File: src/rtl/cvp14_mem_seq_pkg.sv
// ============================================================================
// cvp14_pkg : shared encodings and widths for the CVP14 vector memory sequencer
// Revision  : 1.0
// ============================================================================
`default_nettype none

package cvp14_pkg;

    localparam int ADDR_W_DEF = 16;
    localparam int DATA_W_DEF = 16;
    localparam int IDX_W      = 4;
    localparam int LEN_W      = 5;

    typedef enum logic [1:0] {
        S_IDLE  = 2'd0,
        S_ISSUE = 2'd1,
        S_DRAIN = 2'd2,
        S_DONE  = 2'd3
    } state_t;

    function automatic logic [LEN_W-1:0] clamp_len(input logic [LEN_W-1:0] len,
                                                   input logic [LEN_W-1:0] max_len);
        return (len > max_len) ? max_len : len;
    endfunction

endpackage

`default_nettype wire

File: src/rtl/cvp14_mem_seq_lat_pipe.sv
// ============================================================================
// cvp14_lat_pipe : RD_LAT-deep {valid, idx} shift register tracking DRAM reads
// Revision       : 1.0
// ============================================================================
`default_nettype none

module cvp14_lat_pipe #(
    parameter int RD_LAT = 1,
    parameter int IDX_W  = 4
) (
    input  logic             clk_i,
    input  logic             rst_i,
    input  logic             vld_i,
    input  logic [IDX_W-1:0] idx_i,
    output logic             vld_o,
    output logic [IDX_W-1:0] idx_o,
    output logic             empty_o
);

    logic [RD_LAT-1:0]            vld_q;
    logic [RD_LAT-1:0][IDX_W-1:0] idx_q;

    always_ff @(posedge clk_i or posedge rst_i) begin
        if (rst_i) begin
            vld_q <= '0;
            idx_q <= '0;
        end else begin
            vld_q[0] <= vld_i;
            idx_q[0] <= idx_i;
            for (int i = 1; i < RD_LAT; i++) begin
                vld_q[i] <= vld_q[i-1];
                idx_q[i] <= idx_q[i-1];
            end
        end
    end

    // "Empty" ignores the output stage: the read presented there is the last one owed.
    always_comb begin
        empty_o = 1'b1;
        for (int i = 0; i < RD_LAT - 1; i++) begin
            if (vld_q[i]) empty_o = 1'b0;
        end
    end

    assign vld_o = vld_q[RD_LAT-1];
    assign idx_o = idx_q[RD_LAT-1];

endmodule

`default_nettype wire

File: src/rtl/cvp14_mem_seq.sv
// ============================================================================
// cvp14_mem_seq : vector load/store sequencer, one DRAM word access per cycle
// Optional      : CVP14_MEMSEQ_STRIDE_EN adds a Stride_i port (default unit stride)
// Revision      : 1.0
// ============================================================================
`default_nettype none

module cvp14_mem_seq
    import cvp14_pkg::*;
#(
    parameter int ADDR_W  = ADDR_W_DEF,
    parameter int DATA_W  = DATA_W_DEF,
    parameter int MAX_LEN = 16,
    parameter int RD_LAT  = 1
) (
    input  logic              Clk1_i,
    input  logic              Reset_i,
    input  logic              Start_i,
    input  logic              Write_i,
    input  logic [ADDR_W-1:0] BaseAddr_i,
    input  logic [LEN_W-1:0]  Len_i,
`ifdef CVP14_MEMSEQ_STRIDE_EN
    input  logic [ADDR_W-1:0] Stride_i,
`endif
    input  logic [DATA_W-1:0] EData_i,
    output logic [IDX_W-1:0]  ElemIdx_o,
    output logic              Busy_o,
    output logic              Done_o,
    output logic [ADDR_W-1:0] Addr_o,
    output logic              RD_o,
    output logic              WR_o,
    output logic [DATA_W-1:0] DataOut_o,
    input  logic [DATA_W-1:0] DataIn_i,
    output logic              RdValid_o,
    output logic [IDX_W-1:0]  RdIdx_o,
    output logic [DATA_W-1:0] RdData_o
);

    localparam logic [LEN_W-1:0] C_MAX_LEN = LEN_W'(MAX_LEN);

    state_t            state_q;
    logic              busy_q;
    logic              done_q;
    logic              rd_q;
    logic              wr_q;
    logic              write_q;
    logic              zwait_q;
    logic [ADDR_W-1:0] addr_q;
    logic [IDX_W-1:0]  idx_q;
    logic [LEN_W-1:0]  len_q;

    logic [LEN_W-1:0]  len_d;
    logic [ADDR_W-1:0] step;
    logic              last;
    logic              pipe_vld;
    logic [IDX_W-1:0]  pipe_idx;
    logic              pipe_empty;

    assign len_d = clamp_len(Len_i, C_MAX_LEN);
    assign last  = ({1'b0, idx_q} == (len_q - LEN_W'(1)));

`ifdef CVP14_MEMSEQ_STRIDE_EN
    logic [ADDR_W-1:0] stride_q;

    always_ff @(posedge Clk1_i or posedge Reset_i) begin
        if (Reset_i) begin
            stride_q <= '0;
        end else if (state_q == S_IDLE && Start_i) begin
            stride_q <= Stride_i;
        end
    end

    assign step = stride_q;
`else
    assign step = ADDR_W'(1);
`endif

    // Address advances by accumulation, so no multiplier is needed for the stride.
    always_ff @(posedge Clk1_i or posedge Reset_i) begin
        if (Reset_i) begin
            state_q <= S_IDLE;
            busy_q  <= 1'b0;
            done_q  <= 1'b0;
            rd_q    <= 1'b0;
            wr_q    <= 1'b0;
            write_q <= 1'b0;
            zwait_q <= 1'b0;
            addr_q  <= '0;
            idx_q   <= '0;
            len_q   <= '0;
        end else begin
            done_q <= 1'b0;
            case (state_q)
                S_IDLE: begin
                    if (Start_i) begin
                        write_q <= Write_i;
                        len_q   <= len_d;
                        addr_q  <= BaseAddr_i;
                        idx_q   <= '0;
                        busy_q  <= 1'b1;
                        zwait_q <= 1'b0;
                        if (len_d == '0) begin
                            state_q <= S_DONE;
                        end else begin
                            state_q <= S_ISSUE;
                            rd_q    <= ~Write_i;
                            wr_q    <= Write_i;
                        end
                    end
                end
                S_ISSUE: begin
                    if (last) begin
                        rd_q    <= 1'b0;
                        wr_q    <= 1'b0;
                        state_q <= write_q ? S_DONE : S_DRAIN;
                        done_q  <= write_q;
                    end else begin
                        idx_q  <= idx_q + IDX_W'(1);
                        addr_q <= addr_q + step;
                    end
                end
                S_DRAIN: begin
                    if (pipe_empty) begin
                        state_q <= S_DONE;
                        done_q  <= 1'b1;
                    end
                end
                S_DONE: begin
                    // A zero-length request idles two cycles here before pulsing Done.
                    if (done_q) begin
                        state_q <= S_IDLE;
                        busy_q  <= 1'b0;
                    end else if (zwait_q) begin
                        done_q <= 1'b1;
                    end else begin
                        zwait_q <= 1'b1;
                    end
                end
                default: state_q <= S_IDLE;
            endcase
        end
    end

    cvp14_lat_pipe #(
        .RD_LAT (RD_LAT),
        .IDX_W  (IDX_W)
    ) u_lat_pipe (
        .clk_i   (Clk1_i),
        .rst_i   (Reset_i),
        .vld_i   (rd_q),
        .idx_i   (idx_q),
        .vld_o   (pipe_vld),
        .idx_o   (pipe_idx),
        .empty_o (pipe_empty)
    );

    assign ElemIdx_o = idx_q;
    assign Busy_o    = busy_q;
    assign Done_o    = done_q;
    assign Addr_o    = addr_q;
    assign RD_o      = rd_q;
    assign WR_o      = wr_q;
    assign DataOut_o = EData_i;
    assign RdValid_o = pipe_vld;
    assign RdIdx_o   = pipe_idx;
    assign RdData_o  = pipe_vld ? DataIn_i : '0;

endmodule

`default_nettype wire

File: config.mk
export PLATFORM = sky130hd
export DESIGN_NAME = cvp14_mem_seq
export DESIGN_NICKNAME = d
export VERILOG_FILES = /design/src/rtl/cvp14_mem_seq_pkg.sv /design/src/rtl/cvp14_mem_seq_lat_pipe.sv /design/src/rtl/cvp14_mem_seq.sv
export SDC_FILE = /design/constraint.sdc
export NUM_CORES = 1
export LEC_CHECK = 0
export ABC_AREA = 0
export BUFFER_PORTS_ARGS = -buffer_cell sky130_fd_sc_hd__buf_2
export CORE_ASPECT_RATIO = 2
export CORE_MARGIN = 1
export CORE_UTILIZATION = 40
export CTS_CLUSTER_DIAMETER = 30
export DETAILED_ROUTE_END_ITERATION = 16
export PLACE_DENSITY = 0.77
export SLEW_MARGIN = 20
export SYNTH_ARGS = -nofsm -noshare
export SYNTH_HDL_FRONTEND = slang
export SYNTH_HIERARCHICAL = 1
export SYNTH_SLANG_ARGS = --single-unit
export TNS_END_PERCENT = 50
File: constraint.sdc
create_clock -name Clk1_i -period 2.6 [get_ports Clk1_i]
set_clock_uncertainty 0.1 [all_clocks]
set_input_delay 0.26 -clock Clk1_i [delete_from_list [all_inputs] [get_ports Clk1_i]]
set_output_delay 0.26 -clock Clk1_i [all_outputs]
set_load 0.005 [all_outputs]
Word level (Yosys, flattened, before mapping)
Index checks and enable logic that the tools add are counted.
{"block": "totals", "ff_bits": 38, "output_inout_bits": 61, "wordCells": 68}
{"block": "op_classes", "add_sub_neg": 3, "order_cmp": 1, "eq_ne": 10, "n_mux": 31, "bitwise": 1, "reduce_logical": 10}
{"op": "16-bit two-way mux", "n": 3}
{"op": "16-bit case mux with 2 select lines", "n": 1}
{"op": "16-bit by 1-bit adder with 16-bit output (second input constant)", "n": 1}
{"op": "1-bit two-way mux", "n": 13}
{"op": "2-bit inequality test (second input constant)", "n": 6}
{"op": "3-bit AND reduction", "n": 4}
{"op": "2-bit two-way mux", "n": 4}
{"op": "4-bit two-way mux", "n": 2}
{"op": "1-bit case mux with 2 select lines", "n": 4}
{"op": "2-bit case mux with 4 select lines", "n": 1}
{"op": "4-bit case mux with 2 select lines", "n": 1}
{"op": "4-bit by 5-bit == test with 1-bit output", "n": 1}
{"op": "5-bit greater-than comparator (second input constant)", "n": 1}
{"op": "5-bit zero test", "n": 1}
{"op": "5-bit two-way mux", "n": 1}
{"op": "5-bit by 1-bit subtractor with 5-bit output (second input constant)", "n": 1}
{"op": "4-bit by 1-bit adder with 4-bit output (second input constant)", "n": 1}
{"op": "2-bit == test (second input constant)", "n": 2}
{"op": "4-bit AND reduction", "n": 1}
{"op": "2-bit nonzero test", "n": 2}
{"op": "1-bit case mux with 3 select lines", "n": 1}
{"op": "2-bit by 1-bit == test with 1-bit output (second input constant)", "n": 1}
{"op": "2-bit zero test", "n": 1}
{"op": "2-bit AND reduction", "n": 1}
{"op": "1-bit NOT", "n": 1}

Longest topological paths before layout
Gate-level depths: netlist of run 1.
{"block": "logic_depth", "depth_word": 6, "depth_mapped": 10, "mapped_depth_nobuf": 7}

Hierarchy
The synthesis of run 1 kept the hierarchy.
{"module": "cvp14_mem_seq", "instances": 1, "cells_each": 297, "area_per_inst_um2": 2477.4}
{"module": "cvp14_lat_pipe", "instances": 1, "cells_each": 8, "area_per_inst_um2": 140.1}

Least setup slack after synthesis of run 1
OpenSTA, ideal clock, no wires.
{"block": "synth_path", "path_type": "register to register", "start": "register len_q[0]", "end": "register addr_q[10], in the netlist Addr_o[10]", "setup_ns": 0.122, "t_arrival_ns": 2.112, "required_time_ns": 2.378, "setup_slack_ns": 0.267, "stages_incl_launch_ff": 8, "n_path_buf": 0, "cell_sequence": "dfrtp_1 > inv_1 > ha_1 > o21ba_1 > a221o_1 > a2111oi_4 > nor2_1 > a32o_1"}
{"block": "synth_between", "elab_chain_len": 4}
{"element": "start, declared", "line_no": "cvp14_mem_seq.sv:50", "source": "logic [LEN_W-1:0] len_q;"}
{"element": "start signal, assigned", "line_no": "cvp14_mem_seq.sv:97", "source": "len_q <= len_d;"}
{"element": "5-bit by 1-bit subtractor with 5-bit output", "line_no": "cvp14_mem_seq.sv:60", "source": "assign last = ({1'b0, idx_q} == (len_q - LEN_W'(1)));"}
{"element": "4-bit by 5-bit == test with 1-bit output", "line_no": "cvp14_mem_seq.sv:60"}
{"element": "2-bit inequality test (no source line)"}
{"element": "3-bit AND reduction (no source line)"}
{"element": "end signal, assigned", "line_no": "cvp14_mem_seq.sv:98", "source": "addr_q <= BaseAddr_i;"}
{"element": "end signal, assigned", "line_no": "cvp14_mem_seq.sv:119", "source": "addr_q <= addr_q + step;"}
{"element": "end, declared", "line_no": "cvp14_mem_seq.sv:48", "source": "logic [ADDR_W-1:0] addr_q;"}
No other way between the ends.
A chain may end at the register's enable or synchronous reset.

Worst setup path in the final report of run 1
{"block": "layout_path", "start": "register len_q[0]", "end": "register addr_q[2], in the netlist Addr_o[2]"}
The elaborated chain is that of the path after synthesis.

==> results.yml, run 1 <==
final_layout:
  layout-drive-gt1-share_pct: 30.69
  n_fill_cell: 615
  nets: 444
  finalNonFillerCells: 464
  register_area_sq_um: 950.9
  area_growth_pct: 22.37
  diodes: 0
  multiInputGateArea_sq_mm: 0.001416
synthesis:
  yosys_register_bits: 38
  synth_area_leaders: "dfrtp_1 36%, buf_4 4.9%, nand2_1 4.3%"
  yosysUniqueCellTypes: 54
  syn_inst: 305
  synth_warnings: 6
  synth_nets: 370
  synth.most_common_cell: "dfrtp_1"
  synth_common_cells: "38 x dfrtp_1, 30 x nand2_1, 22 x nor2_1, 19 x o21ai_0, 17 x buf_4"
  synthArstFlopShare_pct: 100.0
  synth_top_cell_by_area: "dfrtp_1"
  synth_edf_count: 0
  synth_sequential_area_ratio_pct: 36.33
  ys.flop_type: "dfrtp_1"
  syn_area_per_cell_sq_um: 8.582
  synth_top_area_share_pct: 36.33
  syn-cell-area_sq_mm: 0.002618
worst_setup_path:
  crit_type: "register to register"
  critPathLaunchType: "register"
  reg2reg_slack_ps: 150
  cp_max_fo: 13
  crit_chain: "inv_1, ha_1, o21ba_1, a221o_1, a211o_2, buf_4, a211oi_2, nor3_1"
  cp_slowest_stage_delay_ps: 460
  crit_arrival_ps: 2510
  r2r_end: "Addr_o[2]$_DFFE_PP0P_"
  slowest_stage: "a211o_2"
  worstRegToRegCells: 8
  worstSetupEndpointType: "register"
  cp-startpoint: "len_q[0]$_DFFE_PP0P_"
  r2r_start: "len_q[0]$_DFFE_PP0P_"
  required_ps: 2660
  endpoint: "Addr_o[2]$_DFFE_PP0P_"
route:
  vias: 2539
  drt-initial-drc-count: 63
  drc: 0
  antenna_left: 0
  first_pass_iters: 5
  vias_per_cell: 5.472
  wl_per_cell_microns: 15.09
  wl_mm: 7.001
place:
  place_hpwl_mm: 5.278
  io_buffers: 85
  gp_congestion: 0.8678
  dp_cells: 457
timing:
  slew_headroom_pct: 56.23
  period_share_pct: 94.25
  maxSlewViolCount: 0
  tightest_slew_ps: 655.8
  setup_viol: 0
  grt_setup_unrepaired: "false"
  fmax_mhz: 408.1
  setup_tns_ps: 0
  hold_viol: 0
  final.min_clock_period_ps: 2451
worst_hold_path:
  min_path_type: "primary input to register"
power_and_ir_drop:
  leakage_nw: 1.519
  p_per_area_mw_per_mm2: 1260
  peakVddDrop_uv: 640.8
global_routing:
  grt_usage_pct: 21.02
  grt_start_max_net_pins: 25
  grt_overflow: 0
  antenna_found_initial: 0
  grt_pass1_wl_mm: 11.03
  grt_pass1_vias: 2418
clocking:
  cts_sinks: 38
  cts_made_buffers: 5
  clockRootBuffer: "clkbuf_16"
  cts_buffer_depth: 2
  post_cts_buffers: 0
  htree_num_levels: 2
  insertion_delay_ps: 280
  cts_tree: "done"
  clkTransAtPathRegs_ps: 50
floorplanning:
  die_area_sq_mm: 0.006891
  fp.coreArea_sq_mm: 0.006310
  die_h_microns: 116.4
  initial_core_util_pct: 41.48
  dieWidth_microns: 59.20
  num_rows: 41
  io_pins: 118
status:
  status: "finished clean"
flow_run:
  drv_cap: 0
-- timing repair --
item                                   4_1_cts  5_1_grt
gates resized for setup                      0        3
endpoints found under the hold margin       19        0
setup endpoints to repair                    0       12
hold buffers                                 1        0
-- power by group --
part / total [mW] / leakage, nW / switching, mW / internal [mW]
Combinational: 2.22 / 0.989 / 1.23 / 0.985
Sequential: 1.22 / 0.461 / 0.353 / 0.870
Clock: 0.596 / 0.0688 / 0.226 / 0.370
-- critical path, delay by kind of cell (launching register included) --
kind,cells,cell delay [ps]
AOI/OAI and AO/OA,4,1230
adders and majority gates,1,250
buffers and inverters,2,270
DFF,1,400
and+or+nand+nor,1,70
-- stage by stage --
stage / total power, mW / cell area (sq um) / hold slack (ps) / utilization [%] / worst slack, ps
final: 4.035 / 3203 / 134.1 / 50.76 / 149.4
after global placement: 3.307 / 3042 / 73.58 / 48.21 / 177.2
after floorplan: 2.653 / 2618 / -61.48 / - / 266.7
after global routing: 4.342 / 3203 / 153.1 / 50.76 / 8.942
after CTS: 4.007 / 3191 / 136.9 / 50.57 / 59.02
after detailed placement: 3.391 / 3042 / 72.68 / 48.21 / 53.89
-- sequential cells by signal, indices dropped and copies added (netlist names) --
name and cells:
u_lat_pipe/idx_o 4, RD_o 1, state_q 2, len_q 5
write_q 1, Busy_o 1, u_lat_pipe/vld_o 1, ElemIdx_o 4
Done_o 1, Addr_o 16, WR_o 1, zwait_q 1
-- worst min path at each step --
stage,startpoint,to,slack (ps),depth (start not counted)
floorplan,Reset_i,u_lat_pipe/idx_o[0]$_DFF_PP0_,-60,1
detailed placement,Reset_i,u_lat_pipe/vld_o$_DFF_PP0_,70,2
finish,Len_i[3],len_q[3]$_DFFE_PP0P_,130,3
global placement,Reset_i,u_lat_pipe/vld_o$_DFF_PP0_,70,2
CTS,Len_i[3],len_q[3]$_DFFE_PP0P_,140,3
global route,Len_i[0],len_q[0]$_DFFE_PP0P_,150,3
-- logic make-up after synthesis --
group	share of synthesized area, %
and+or+nand+nor	24.38
AOI/OAI and AO/OA	20.56
buffers and inverters	9.894
DFF	36.33
adders and majority gates	3.824
muxes	3.203
xor gates and xnor gates	1.673
other	0.1433
-- metal layers --
metal  GRT usage [%]  vias to the layer above  share of wire, %
met3           4.097                       25               6.3
met1           22.10                     1198                35
li1                -                     1222                 -
met5               0                        -                 0
met2           37.60                       94                54
met4           11.90                        0               4.0
-- layout make-up --
| class | instances | area share, % |
|---|---|---|
| multi-input combinational | 222 | 44.22 |
| sequential | 38 | 29.69 |
| inverter | 12 | 1.406 |
| clock buffer | 6 | 4.336 |
| tap | 86 | 3.359 |
| timing repair buffer | 100 | 16.99 |
-- cells in the final DEF, fill, tap and decap left out, types with 6 or more instances in the layout --
cell type,instances
a21oi_1,12
a31oi_1,6
and2_1,16
and3_1,6
buf_2,85
buf_4,13
dfrtp_1,38
ha_1,8
inv_1,11
nand2_1,30
nand3_1,11
nand4_1,6
nor2_1,22
nor3_1,12
o21ai_0,19
(Power assumes the default switching activity.)
==> run 2: changes to the inputs <==
ABC_AREA = 1   (was 0)
CTS_CLUSTER_SIZE = 40   (was default)
==> run 2 against run 1 <==
Clock-buffer cell count unchanged. Synthesized cell count up 30%. Area after synthesis up 0.53%. Largest cell class unchanged. Worst hold slack worse by 22 ps. Global-route usage down 0.25 points.
==> results.yml, run 2 <==
final_layout:
  layout-drive-gt1-share_pct: 24.84
  largest_register_ffs: 16
  n_fill_cell: 636
  area_growth_pct: 21.16
  fin_util_pct: 50.53
  nets: 532
  final_common_cell: "nand2_1"
  diodes: 0
  layout_common_cells: "168 x nand2_1, 85 x buf_2, 44 x inv_1"
worst_hold_path:
  hold_end: "len_q[1]$_DFFE_PP0P_"
  min_from: "Len_i[1]"
  min_delay_path_depth: 3
  min_path_type: "primary input to register"
power_and_ir_drop:
  finalPower_mw: 3.685
  peakVddDrop_uv: 466.3
  leakage_nw: 1.914
  p_per_area_mw_per_mm2: 1156
place:
  pre_cts_ws_ps: 581.3
  place_hpwl_mm: 5.173
  gp_congestion: 0.8720
  io_buffers: 85
route:
  antenna_left: 0
  wl_per_cell_microns: 12.25
  met3_length_microns: 276
  first_pass_iters: 5
  drt-initial-drc-count: 86
  wl_mm: 6.777
  vias: 2643
  routed-wl-met2_mm: 3.655
  drc: 0
  highest-signal-layer: "met4"
  wl_met1_mm: 2.593
  vias_per_cell: 4.779
clocking:
  cts_made_buffers: 5
  cts-hold-fix-buffers: 1
  clkTransAtPathRegs_ps: 60
  clockRootBuffer: "clkbuf_16"
  cts_tree: "done"
  htree_num_levels: 2
  ctsResizeCount: 0
  cts_buffer_depth: 2
  cts_sinks: 38
  insertion_delay_ps: 280
  post_cts_buffers: 0
synthesis:
  synth.most_common_cell: "nand2_1"
  yosys_register_bits: 38
  synth_area_leaders: "dfrtp_1 36%, nand2_1 24%, inv_1 6.3%"
  yosysUniqueCellTypes: 32
  syn-cell-area_sq_mm: 0.002631
  synth_edf_count: 0
  synthArstFlopShare_pct: 100.0
  synth_sequential_area_ratio_pct: 36.14
  syn_area_per_cell_sq_um: 6.645
  synth_top_cell_by_area: "dfrtp_1"
  synth_top_area_share_pct: 36.14
  synth_common_cells: "168 x nand2_1, 44 x inv_1, 38 x dfrtp_1, 27 x nand3_1, 20 x nor2_1"
  synth_nets: 461
  syn_inst: 396
  ys.flop_type: "dfrtp_1"
  synth_warnings: 6
global_routing:
  grt_overflow: 0
  grt_pass1_vias: 2471
  grt_usage_pct: 20.77
  grt_start_max_net_pins: 34
  grt_pass1_wl_mm: 10.76
  antenna_found_initial: 0
timing:
  period_share_pct: 78.76
  final.min_clock_period_ps: 2048
  fin_ws_ps: 552.3
  grt_setup_unrepaired: "false"
  maxSlewViolCount: 0
  whs_ps: 112.5
  fmax_mhz: 488.4
  setup_viol: 0
  hold_viol: 0
  setup_tns_ps: 0
flow_run:
  drv_cap: 0
worst_setup_path:
  r2r_end: "Addr_o[13]$_DFFE_PP0P_"
  r2r_start: "len_q[0]$_DFFE_PP0P_"
  worstSetupEndpointType: "register"
  crit_type: "register to register"
  crit_arrival_ps: 2120
  worstRegToRegCells: 11
  required_ps: 2670
  critPathLaunchType: "register"
  reg2reg_slack_ps: 550
  cp_max_fo: 27
status:
  status: "finished clean"
floorplanning:
  die_h_microns: 116.7
  die_area_sq_mm: 0.006926
  io_pins: 118
  fp.coreArea_sq_mm: 0.006310
  initial_core_util_pct: 41.70
  dieWidth_microns: 59.35
  num_rows: 41
run 2: changes by cell type in the layout (fill, tap and decap cells not counted), moves of 6 or more:
cell / before / now
nor3_1: 12 / 1
or2_2: 0 / 7
buf_4: 13 / 4
nand3_1: 11 / 27
and3_1: 6 / 0
nand2_1: 30 / 168
o21ai_0: 19 / 11
inv_2: 0 / 6
o21ai_1: 0 / 6
inv_1: 11 / 44
a31oi_1: 6 / 0
and2_1: 16 / 2
run 2: critical path, stage by stage, from the launching register on:
cell,delay (ps)
dfrtp_1,410
inv_1,130
ha_1,210
nand2_1,100
o21bai_1,140
nand2_1,100
nor2_4,130
nand3_2,100
nand2_4,250
inv_4,130
nand2_1,80
nand2_1,50
run 2: area by class of cell:
| cell class | count | area (sq um) | area share, % |
|---|---|---|---|
| Timing Repair Buffer | 90 | 465.4 | 14.60 |
| Sequential cell | 38 | 950.9 | 29.83 |
| Clock inverter | 1 | 30.03 | 0.9419 |
| Inverter | 51 | 193.9 | 6.083 |
| Clock buffer | 6 | 138.9 | 4.356 |
| Multi-Input combinational cell | 281 | 1301 | 40.82 |
| Tap cell | 86 | 107.6 | 3.375 |
run 2: cells by family (layout without fill, tap and decap cells):
family,Yosys count,after routing,synth area share (%)
simple gates,239,239,38.28
fa+ha+maj,8,8,3.804
compound gates,31,31,6.514
other cells,1,1,0.1425
xor+xnor,1,1,0.3329
flops,38,38,36.14
mux,1,1,0.3804
buf+inv,77,148,14.41
run 2: through the flow:
step	instance area [sq um]	instances
floorplan	2631	396
global placement	3009	545
detailed placement	3009	545
CTS	3188	553
global route	3188	553
finish	3188	553
run 2: where the power goes:
part	internal (mW)	switching [mW]	total, mW	leakage (nW)
registers	0.842	0.331	1.17	0.486
clock network	0.473	0.232	0.705	0.0829
logic	0.711	1.10	1.81	1.35
total	2.03	1.66	3.68	1.91
run 2: worst max path at each step:
stage / startpoint / to / cells after the start
finish: len_q[0]$_DFFE_PP0P_ / Addr_o[13]$_DFFE_PP0P_ / 11
detailed placement: len_q[0]$_DFFE_PP0P_ / Addr_o[13]$_DFFE_PP0P_ / 11
CTS: len_q[0]$_DFFE_PP0P_ / Addr_o[13]$_DFFE_PP0P_ / 11
global placement: len_q[0]$_DFFE_PP0P_ / Addr_o[13]$_DFFE_PP0P_ / 13
global route: len_q[0]$_DFFE_PP0P_ / Addr_o[8]$_DFFE_PP0P_ / 11
floorplan: len_q[0]$_DFFE_PP0P_ / Addr_o[9]$_DFFE_PP0P_ / 13
run 2: layer usage:
| layer | up-vias | track usage, % |
|---|---|---|
| met5 | - | 0 |
| met4 | 0 | 12.38 |
| met1 | 1213 | 20.83 |
| met2 | 65 | 38.20 |
| met3 | 23 | 3.654 |
| li1 | 1342 | - |
==> run 3: changes to the inputs <==
ABC_AREA = 0   (was 1)
PLACE_DENSITY = 0.79   (was 0.77)
clock period = 1.8 ns   (was 2.6 ns; I/O delays follow)
==> run 3 against run 2 <==
Cell count decreased by 8.9%. First-iteration DRC count increased by 7.0%. Critical path depth decreased by 3. Flip-flop and latch count unchanged. Final area increased by 14%. Clock power increased by 46%. Sequential power increased by 42%. Largest power group unchanged. Register-to-register slack got worse by 1000 ps. The run now ends with setup timing left. Routed wire length increased by 13%. Combinational power increased by 130%. Via count increased by 3.6%. Die area decreased by 0.51%.
==> results.yml, run 3 (synthesis gave the netlist of run 1 again) <==
timing:
  maxSlewViolCount: 0
  period_share_pct: 126.1
  tightest_slew_ps: 576.8
  fmax_mhz: 440.4
  fin_ws_ps: -470.6
  setup_viol: 25
  whs_ps: 48.85
  hold_viol: 0
  slew_headroom_pct: 61.27
  grt_setup_unrepaired: "true"
  final.min_clock_period_ps: 2271
floorplanning:
  die_area_sq_mm: 0.006891
  die_h_microns: 116.4
  dieWidth_microns: 59.20
  fp.coreArea_sq_mm: 0.006310
  io_pins: 118
  initial_core_util_pct: 41.48
  num_rows: 41
route:
  vias_per_cell: 5.433
  vias: 2738
  drt-initial-drc-count: 92
  wl_per_cell_microns: 15.13
  wl_mm: 7.626
  first_pass_iters: 6
  antenna_left: 0
  drc: 0
final_layout:
  layout_common_cells: "85 x buf_2, 48 x buf_4, 38 x dfrtp_1"
  register_area_sq_um: 950.9
  layout-drive-gt1-share_pct: 40.67
  n_fill_cell: 539
  area_growth_pct: 39.10
  diodes: 0
  nets: 483
  final_area_sq_mm: 0.003641
  final_common_cell: "buf_2"
  largest_register_ffs: 16
  multiInputGateArea_sq_mm: 0.001508
clocking:
  post_cts_buffers: 0
  cts_tree: "done"
  insertion_delay_ps: 290
  htree_num_levels: 2
  clkTransAtPathRegs_ps: 60
  cts_sinks: 38
  cts_made_buffers: 5
  clockRootBuffer: "clkbuf_16"
  cts_buffer_depth: 2
global_routing:
  grt_pass1_vias: 2654
  grt_overflow: 0
  grt_pass1_wl_mm: 12.16
  grt_usage_pct: 23.07
  grtUsageMet1_pct: 24.75
  grt.met3_usage_pct: 4.097
  top_usage_layer: "met2"
  grt_use_met2_pct: 40.52
  grt_start_max_net_pins: 34
  antenna_found_initial: 0
worst_setup_path:
  critPathLaunchType: "register"
  required_ps: 1870
  worstSetupEndpointType: "register"
  cp_max_fo: 4
  crit_type: "register to register"
  crit_arrival_ps: 2340
flow_run:
  drv_cap: 0
place:
  gp_congestion: 0.8726
  place_area_sq_mm: 0.003354
  place_hpwl_mm: 5.647
  io_buffers: 85
worst_hold_path:
  min_path_type: "primary input to register"
status:
  violations: "setup timing"
  status: "finished with violations"
power_and_ir_drop:
  p_per_area_mw_per_mm2: 1886
  leakage_nw: 1.750
  peakVddDrop_uv: 1025
-- run 3: worst paths after layout --
check,startpoint,end,slack [ps],depth (start not counted)
setup / recovery,len_q[0]$_DFFE_PP0P_,ElemIdx_o[2]$_DFFE_PP0P_,-470,8
hold / removal,Len_i[1],len_q[1]$_DFFE_PP0P_,50,3
setup reg to reg,len_q[0]$_DFFE_PP0P_,ElemIdx_o[2]$_DFFE_PP0P_,-470,8
hold reg to reg,RD_o$_DFFE_PP0P_,u_lat_pipe/vld_o$_DFF_PP0_,380,0
max in group asynchronous,Reset_i,Addr_o[13]$_DFFE_PP0P_,790,4
min in group asynchronous,Reset_i,u_lat_pipe/idx_o[2]$_DFF_PP0_,270,3
-- run 3: area by class of cell --
cell class | instances | share of cell area, %
clock inverters | 1 | 0.8247
repair buffers | 139 | 23.64
flip-flops and latches | 38 | 26.12
clock buffers | 6 | 3.814
inverters | 12 | 1.237
well taps | 86 | 2.955
multi-input cells | 222 | 41.41
-- run 3: stage by stage --
| step | cells | util [%] | TNS (ps) | total power, mW | worst slack [ps] |
|---|---|---|---|---|---|
| 5_1_grt | 504 | 57.70 | -11370 | 7.347 | -521.1 |
| 2_1_floorplan | 305 | - | -7803 | 3.882 | -390.5 |
| 3_3_place_gp | 495 | 53.16 | -7515 | 5.371 | -375.6 |
| 3_5_place_dp | 495 | 53.16 | -8716 | 5.481 | -440.5 |
| 6_report | 504 | 57.70 | -9610 | 6.867 | -470.6 |
| 4_1_cts | 504 | 57.25 | -9522 | 6.746 | -457.5 |
-- run 3: report_power, final --
| group | switching, mW | total (mW) | leakage, nW | internal (mW) |
|---|---|---|---|---|
| sequential | 0.405 | 1.66 | 0.461 | 1.26 |
| clock | 0.344 | 1.03 | 0.0829 | 0.684 |
| combinational | 2.15 | 4.18 | 1.21 | 2.03 |
-- run 3: repair_timing --
action | in CTS | in global routing
setup endpoints to repair | 25 | 26
pin swaps | 10 | 4
gates cloned | 1 | 0
hold endpoints to repair | 38 | 0
hold buffers | 1 | 0
gates resized for setup | 17 | 5
-- run 3: layer usage --
metal	part of all wire [%]	wire, microns
met5	0	0
met4	3.1	238
met3	4.9	376
met2	55	4158
met1	37	2853
-- run 3: worst max-delay path, stage by stage, from the launching register on --
cell	delay, ps
dfrtp_1	370
inv_2	50
ha_4	160
o21ba_1	170
a221o_1	400
a211o_1	390
buf_4	170
and3_4	130
a211o_1	220
